**src/rtl/snn_pkg.sv**
```systemverilog
// Shared types and arithmetic helpers for the spiking-network datapath:
// FSM encoding, row packing order and the saturating accumulate helper.
package snn_pkg;

    typedef enum logic [1:0] {
        ST_IDLE = 2'd0,
        ST_SCAN = 2'd1,
        ST_DONE = 2'd2
    } state_e;

    // Widest accumulator the saturate helper supports (ACC_W must stay below it).
    localparam int MAX_W = 64;

    // Packed rows and accumulator vectors put channel 0 in the most significant slice.
    localparam bit CH0_IN_MSBS = 1'b1;

    function automatic int unsigned ch_lsb(input int unsigned ch, input int unsigned n_ch,
                                           input int unsigned w);
        if (CH0_IN_MSBS) begin
            return (n_ch - 32'd1 - ch) * w;
        end else begin
            return ch * w;
        end
    endfunction

    // Adds two sign-extended operands at MAX_W+1 bits and clamps to the acc_w-bit
    // signed range; returns {overflow, clamped value}.
    function automatic logic [MAX_W:0] sat_add(input logic signed [MAX_W-1:0] a,
                                               input logic signed [MAX_W-1:0] b,
                                               input int unsigned acc_w);
        logic signed [MAX_W:0] sum;
        logic signed [MAX_W:0] hi;
        logic signed [MAX_W:0] lo;
        logic                  ovf;
        sum = {a[MAX_W-1], a} + {b[MAX_W-1], b};
        hi  = '0;
        hi[acc_w - 32'd1] = 1'b1;
        hi  = hi - 65'sd1;
        lo  = ~hi;
        if (sum > hi) begin
            sum = hi;
            ovf = 1'b1;
        end else if (sum < lo) begin
            sum = lo;
            ovf = 1'b1;
        end else begin
            ovf = 1'b0;
        end
        return {ovf, sum[MAX_W-1:0]};
    endfunction

endpackage

```
**src/rtl/spike_row_accumulator_sat_acc.sv**
```systemverilog
// One signed saturating membrane accumulator channel with a sticky clamp flag.
// Clear has priority over enable; the spike bit drives the enable.
module sat_acc
    import snn_pkg::*;
#(
    parameter int W_W   = 16,
    parameter int ACC_W = 24
) (
    input  logic                    clk,
    input  logic                    rst,
    input  logic                    clr_i,
    input  logic                    en_i,
    input  logic signed [W_W-1:0]   addend_i,
    output logic signed [ACC_W-1:0] acc_o,
    output logic                    sat_o
);

    logic signed [ACC_W-1:0] acc_q;
    logic signed [ACC_W-1:0] acc_d;
    logic                    sat_q;
    logic                    sat_d;
    logic [MAX_W:0]          sum_res;
    logic                    unused_hi;

    assign sum_res   = sat_add(MAX_W'(acc_q), MAX_W'(addend_i), ACC_W);
    assign unused_hi = ^sum_res[MAX_W-1:ACC_W];

    // Next accumulator value and sticky saturation flag.
    always_comb begin
        acc_d = acc_q;
        sat_d = sat_q;
        if (clr_i) begin
            acc_d = '0;
            sat_d = 1'b0;
        end else if (en_i) begin
            acc_d = sum_res[ACC_W-1:0];
            sat_d = sat_q | sum_res[MAX_W];
        end else begin
            acc_d = acc_q;
            sat_d = sat_q;
        end
    end

    // Accumulator state register.
    always_ff @(posedge clk) begin
        if (rst) begin
            acc_q <= '0;
            sat_q <= 1'b0;
        end else begin
            acc_q <= acc_d;
            sat_q <= sat_d;
        end
    end

    assign acc_o = acc_q;
    assign sat_o = sat_q;

endmodule

```
**src/rtl/spike_row_accumulator.sv**
```systemverilog
// Scans a latched spike vector one input per cycle, adding the weight row of every
// set spike into N_OUT saturating accumulators, then holds the row until taken.
module spike_row_accumulator
    import snn_pkg::*;
#(
    parameter int N_IN  = 8,
    parameter int N_OUT = 3,
    parameter int W_W   = 16,
    parameter int ACC_W = 24
) (
    input  logic                     clk,
    input  logic                     rst,
    input  logic                     wt_we,
    input  logic [$clog2(N_IN)-1:0]  wt_addr,
    input  logic [N_OUT*W_W-1:0]     wt_row,
    input  logic                     in_valid,
    output logic                     in_ready,
    input  logic [N_IN-1:0]          in_spikes,
    output logic                     out_valid,
    input  logic                     out_ready,
    output logic [N_OUT*ACC_W-1:0]   out_acc,
    output logic [N_OUT-1:0]         out_sat
);

    localparam int IDX_W = $clog2(N_IN);

    state_e               state_q;
    logic [IDX_W-1:0]     idx_q;
    logic [N_IN-1:0]      spikes_q;
    logic                 in_ready_q;
    logic                 out_valid_q;
    logic signed [W_W-1:0] w_q [N_IN][N_OUT];

    logic accept;
    logic acc_en;
    logic last_idx;
    logic addr_ok;
    logic wt_ok;

    assign accept   = (state_q == ST_IDLE) && in_valid;
    assign acc_en   = (state_q == ST_SCAN) && spikes_q[idx_q];
    assign last_idx = (idx_q == IDX_W'(N_IN - 1));

    // Addresses past the last row only exist when N_IN is not a power of two.
    if ((2 ** IDX_W) > N_IN) begin : g_addr_chk
        assign addr_ok = (wt_addr <= IDX_W'(N_IN - 1));
    end else begin : g_addr_all
        assign addr_ok = 1'b1;
    end

    assign wt_ok = wt_we && (state_q == ST_IDLE) && addr_ok;

    // Control FSM with registered handshake outputs.
    always_ff @(posedge clk) begin
        if (rst) begin
            state_q     <= ST_IDLE;
            idx_q       <= '0;
            spikes_q    <= '0;
            in_ready_q  <= 1'b1;
            out_valid_q <= 1'b0;
        end else begin
            case (state_q)
                ST_IDLE: begin
                    if (in_valid) begin
                        spikes_q   <= in_spikes;
                        idx_q      <= '0;
                        state_q    <= ST_SCAN;
                        in_ready_q <= 1'b0;
                    end
                end
                ST_SCAN: begin
                    idx_q <= idx_q + IDX_W'(1);
                    if (last_idx) begin
                        state_q     <= ST_DONE;
                        out_valid_q <= 1'b1;
                    end
                end
                ST_DONE: begin
                    if (out_ready) begin
                        state_q     <= ST_IDLE;
                        out_valid_q <= 1'b0;
                        in_ready_q  <= 1'b1;
                    end
                end
                default: begin
                    state_q     <= ST_IDLE;
                    idx_q       <= '0;
                    in_ready_q  <= 1'b1;
                    out_valid_q <= 1'b0;
                end
            endcase
        end
    end

    // Weight matrix storage; reset clears every row.
    always_ff @(posedge clk) begin
        if (rst) begin
            for (int r = 0; r < N_IN; r++) begin
                for (int c = 0; c < N_OUT; c++) begin
                    w_q[r][c] <= '0;
                end
            end
        end else if (wt_ok) begin
            for (int c = 0; c < N_OUT; c++) begin
                w_q[wt_addr][c] <= wt_row[ch_lsb(c, N_OUT, W_W) +: W_W];
            end
        end
    end

    for (genvar c = 0; c < N_OUT; c++) begin : g_ch
        localparam int unsigned ACC_LSB = ch_lsb(c, N_OUT, ACC_W);
        localparam int unsigned SAT_BIT = ch_lsb(c, N_OUT, 1);

        sat_acc #(
            .W_W   (W_W),
            .ACC_W (ACC_W)
        ) u_acc (
            .clk      (clk),
            .rst      (rst),
            .clr_i    (accept),
            .en_i     (acc_en),
            .addend_i (w_q[idx_q][c]),
            .acc_o    (out_acc[ACC_LSB +: ACC_W]),
            .sat_o    (out_sat[SAT_BIT])
        );
    end

    assign in_ready  = in_ready_q;
    assign out_valid = out_valid_q;

endmodule

```
**config.mk**
```make
export PLATFORM = sky130hd
export DESIGN_NAME = spike_row_accumulator
export DESIGN_NICKNAME = d
export VERILOG_FILES = /design/src/rtl/snn_pkg.sv /design/src/rtl/spike_row_accumulator_sat_acc.sv /design/src/rtl/spike_row_accumulator.sv
export SDC_FILE = /design/constraint.sdc
export NUM_CORES = 1
export LEC_CHECK = 0
export BUFFER_PORTS_ARGS = -buffer_cell sky130_fd_sc_hd__buf_4
export CAP_MARGIN = 40
export CORE_MARGIN = 2
export CORE_UTILIZATION = 30
export DETAILED_ROUTE_END_ITERATION = 16
export SETUP_SLACK_MARGIN = 0.02
export SKIP_LAST_GASP = 1
export SYNTH_ARGS = -nofsm -noshare
export SYNTH_HDL_FRONTEND = slang
export SYNTH_SLANG_ARGS = --single-unit
```
**constraint.sdc**
```tcl
create_clock -name clk -period 4.37 [get_ports clk]
set_input_delay 0.6555 -clock clk [delete_from_list [all_inputs] [get_ports clk]]
set_output_delay 0.6555 -clock clk [all_outputs]
set_load 0.1 [all_outputs]
```
==> impl_metrics.env <==
export IMPL_status="finished, final reports clean"
export IMPL_port_buffers=140
export IMPL_powerDensity_nw_per_um2=363
export IMPL_htree_levels=2
export IMPL_ios=141
export IMPL_gp_congestion=0.915
export IMPL_wl_per_cell_um=20.9
export IMPL_worstSetupPathType="flop to flop"
export IMPL_path_clk_slew_ns=0.07
export IMPL_r2r_cells=14
export IMPL_fin_cells=3223
export IMPL_gr_total_overflow=0
export IMPL_grt_max_degree=59
export IMPL_core_area_um2=80500
export IMPL_hold_path_class="input pin to flop"
export IMPL_start_kind="flop"
export IMPL_synthFlopType="edfxtp_1"
export IMPL_hpwl_um=43000
export IMPL_cts_tree="done"
export IMPL_async_flop_share=0
export IMPL_fillers=7722
export IMPL_fp_row_count=104
export IMPL_synth_seq_area_share=0.548
export IMPL_layout_nets=2262
export IMPL_finalCriticalPeriod_ns=4.12
export IMPL_clock_path_buffers=3
export IMPL_dieArea_um2=83800
export IMPL_skew_ns=0.0270
export IMPL_synth_cell_types=75
export IMPL_vias=16000
export IMPL_setup_violations=0
export IMPL_drc=0
export IMPL_maxCapViolCount=0
export IMPL_chipWidth_um=289
export IMPL_timing_fmax_ghz=0.243
export IMPL_reg2reg_setup_slack_ns=0.25
export IMPL_area_growth_synth_to_final_pct=18.6
export IMPL_yosys_warnings=0
export IMPL_crit_arrival_ns=4.66
export IMPL_hold_ws_ns=0.314
export IMPL_synth_edf_count=384
export IMPL_cts_root_buffer="clkbuf_16"
export IMPL_syn_area_um2=24400
export IMPL_drt_pre_antenna_iters=4
export IMPL_ys_top_cells_by_count="and2_1, edfxtp_1, a21oi_1, mux4_2, o21ai_0"
export IMPL_grt_pass1_vias=16500
export IMPL_syn_mean_instance_area_um2=12.5
export IMPL_yosysTopAreaCellShare=0.472
export IMPL_start_util=0.303
export IMPL_worstMarginPinSlew_ns=0.767
export IMPL_synth_most_common_cell="and2_1"
export IMPL_post_drt_via_cell_ratio=4.97
export IMPL_ant_nets=0
export IMPL_critPathCaptureType="flop"
export IMPL_post_route_period_util=0.943
export IMPL_netlist_instances=1948
export IMPL_syn_num_nets=2089
export IMPL_fp_dieH_um=289
export IMPL_ctsHoldBuffers=0
export IMPL_crit_fanout=20
export IMPL_placed_cells=3111
export IMPL_insertion_delay_ns=0.60
export IMPL_report_final_slew_viol_count=0
export IMPL_hold_viol=0
export IMPL_yosysTopAreaCell="edfxtp_1"
export IMPL_wl_um=67500
export IMPL_grt_first_pass_wirelength_um=102000
export IMPL_slew_headroom=0.488
export IMPL_r2r_end="g_ch[2].u_acc.acc_o[15]"
export IMPL_ys_seq_elements=477
export IMPL_cts_sinks=477
export IMPL_cp_required_ns=4.91
export IMPL_antenna_found_initial=13
export IMPL_final_layout_size_suffix_gt1_frac=0.230
export IMPL_synth_area_leaders="edfxtp_1, and2_1, mux4_2"
export IMPL_power_leakage_uw=0.0110
export IMPL_numCtsBuffers=49
export IMPL_first_iter_violations=1168
export IMPL_crit_path_end="g_ch[2].u_acc.acc_o[15]"
export IMPL_ir_drop_mv=0.276
export IMPL_track_usage=0.160
## layout make-up
class | instances | area, µm² | area share
clock buffers | 60 | 1310 | 0.0451
well taps | 1060 | 1330 | 0.0457
flip-flops and latches | 477 | 13400 | 0.462
diodes | 2 | 5.00 | 0.000173
multi-input cells | 1325 | 10500 | 0.364
inverters | 31 | 116 | 0.00401
repair buffers | 237 | 2010 | 0.0692
clock inverters | 31 | 287 | 0.00988
## registers in the layout, indices dropped and copies added (netlist names), named ones only
| name | cells |
|---|---|
| out_valid | 1 |
| g_ch.u_acc.acc_o | 72 |
| spikes_q | 8 |
| in_ready | 1 |
| state_q | 2 |
| w_q | 384 |
| g_ch.u_acc.sat_o | 3 |
| idx_q | 3 |
## report_power, final
group | internal, µW | switching (µW)
Clock | 2380 | 1810
Sequential | 5070 | 63.8
Combinational | 482 | 720
Total | 7930 | 2590
## critical path, cell delays in order, from the launching register on
cell	delay (ns)
dfxtp_4	0.41
buf_12	0.22
mux4_2	0.53
mux2_2	0.33
ha_1	0.39
a2111oi_4	0.33
o21ai_2	0.12
a211oi_2	0.30
o31ai_1	0.15
a211o_1	0.43
nand4_1	0.14
o31a_1	0.14
buf_4	0.26
o21ai_0	0.16
a21oi_1	0.15
## worst min-delay path by stage
stage               cells past startpoint     endpoint  slack (ns)          from
floorplan                               2  spikes_q[2]        0.43   spikes_q[2]
global placement                        2  spikes_q[3]        0.45   spikes_q[3]
detailed placement                      2  spikes_q[5]        0.45   spikes_q[5]
CTS                                     3  spikes_q[6]        0.28  in_spikes[6]
global route                            3  spikes_q[3]        0.29  in_spikes[3]
finish                                  3  spikes_q[3]        0.31  in_spikes[3]
## kinds of logic after synthesis
kind of cell,share of synthesized area
XOR/XNOR,0.0211
adder cells (fa/ha/maj),0.0490
multiplexers,0.113
buffers and inverters,0.0238
AO/OA/AOI/OAI,0.0962
AND/OR/NAND/NOR,0.149
flip-flops,0.548
## per-layer routing
layer / global-route usage / up-vias / routed length (µm)
li1: - / 7532 / -
met1: 0.209 / 7991 / 29600
met2: 0.274 / 367 / 32900
met3: 0.0324 / 100 / 3840
met4: 0.0332 / 16 / 1120
met5: 0 / - / 85
## cells in the final DEF, fill, tap and decap left out, types with 31 or more instances in the layout
| cell | instances |
|---|---|
| a21oi_1 | 130 |
| and2_1 | 389 |
| buf_4 | 220 |
| clkbuf_16 | 51 |
| dfxtp_1 | 90 |
| edfxtp_1 | 384 |
| ha_1 | 74 |
| inv_1 | 31 |
| mux2_2 | 46 |
| mux4_2 | 98 |
| nand2_1 | 84 |
| nor2_1 | 69 |
| o21ai_0 | 97 |
| xnor2_1 | 32 |
## stage by stage
step | TNS, ns | area (µm²) | power, µW | util | setup slack [ns]
after detailed placement | 0 | 27200 | 6410 | 0.337 | 0.0677
after CTS | 0 | 28800 | 10600 | 0.357 | 0.0206
after global placement | 0 | 27100 | 6380 | 0.337 | 0.147
final | 0 | 29000 | 10500 | 0.360 | 0.250
after global routing | -0.0145 | 29000 | 10900 | 0.360 | -0.00888
after floorplan | 0 | 24400 | 5990 | - | 0.0519
## timing repair
item,in CTS,in global routing
resized for setup,0,10
setup buffers,0,18
endpoints found under the setup margin,0,52
No activity file was read; power rests on OpenSTA's default activity.
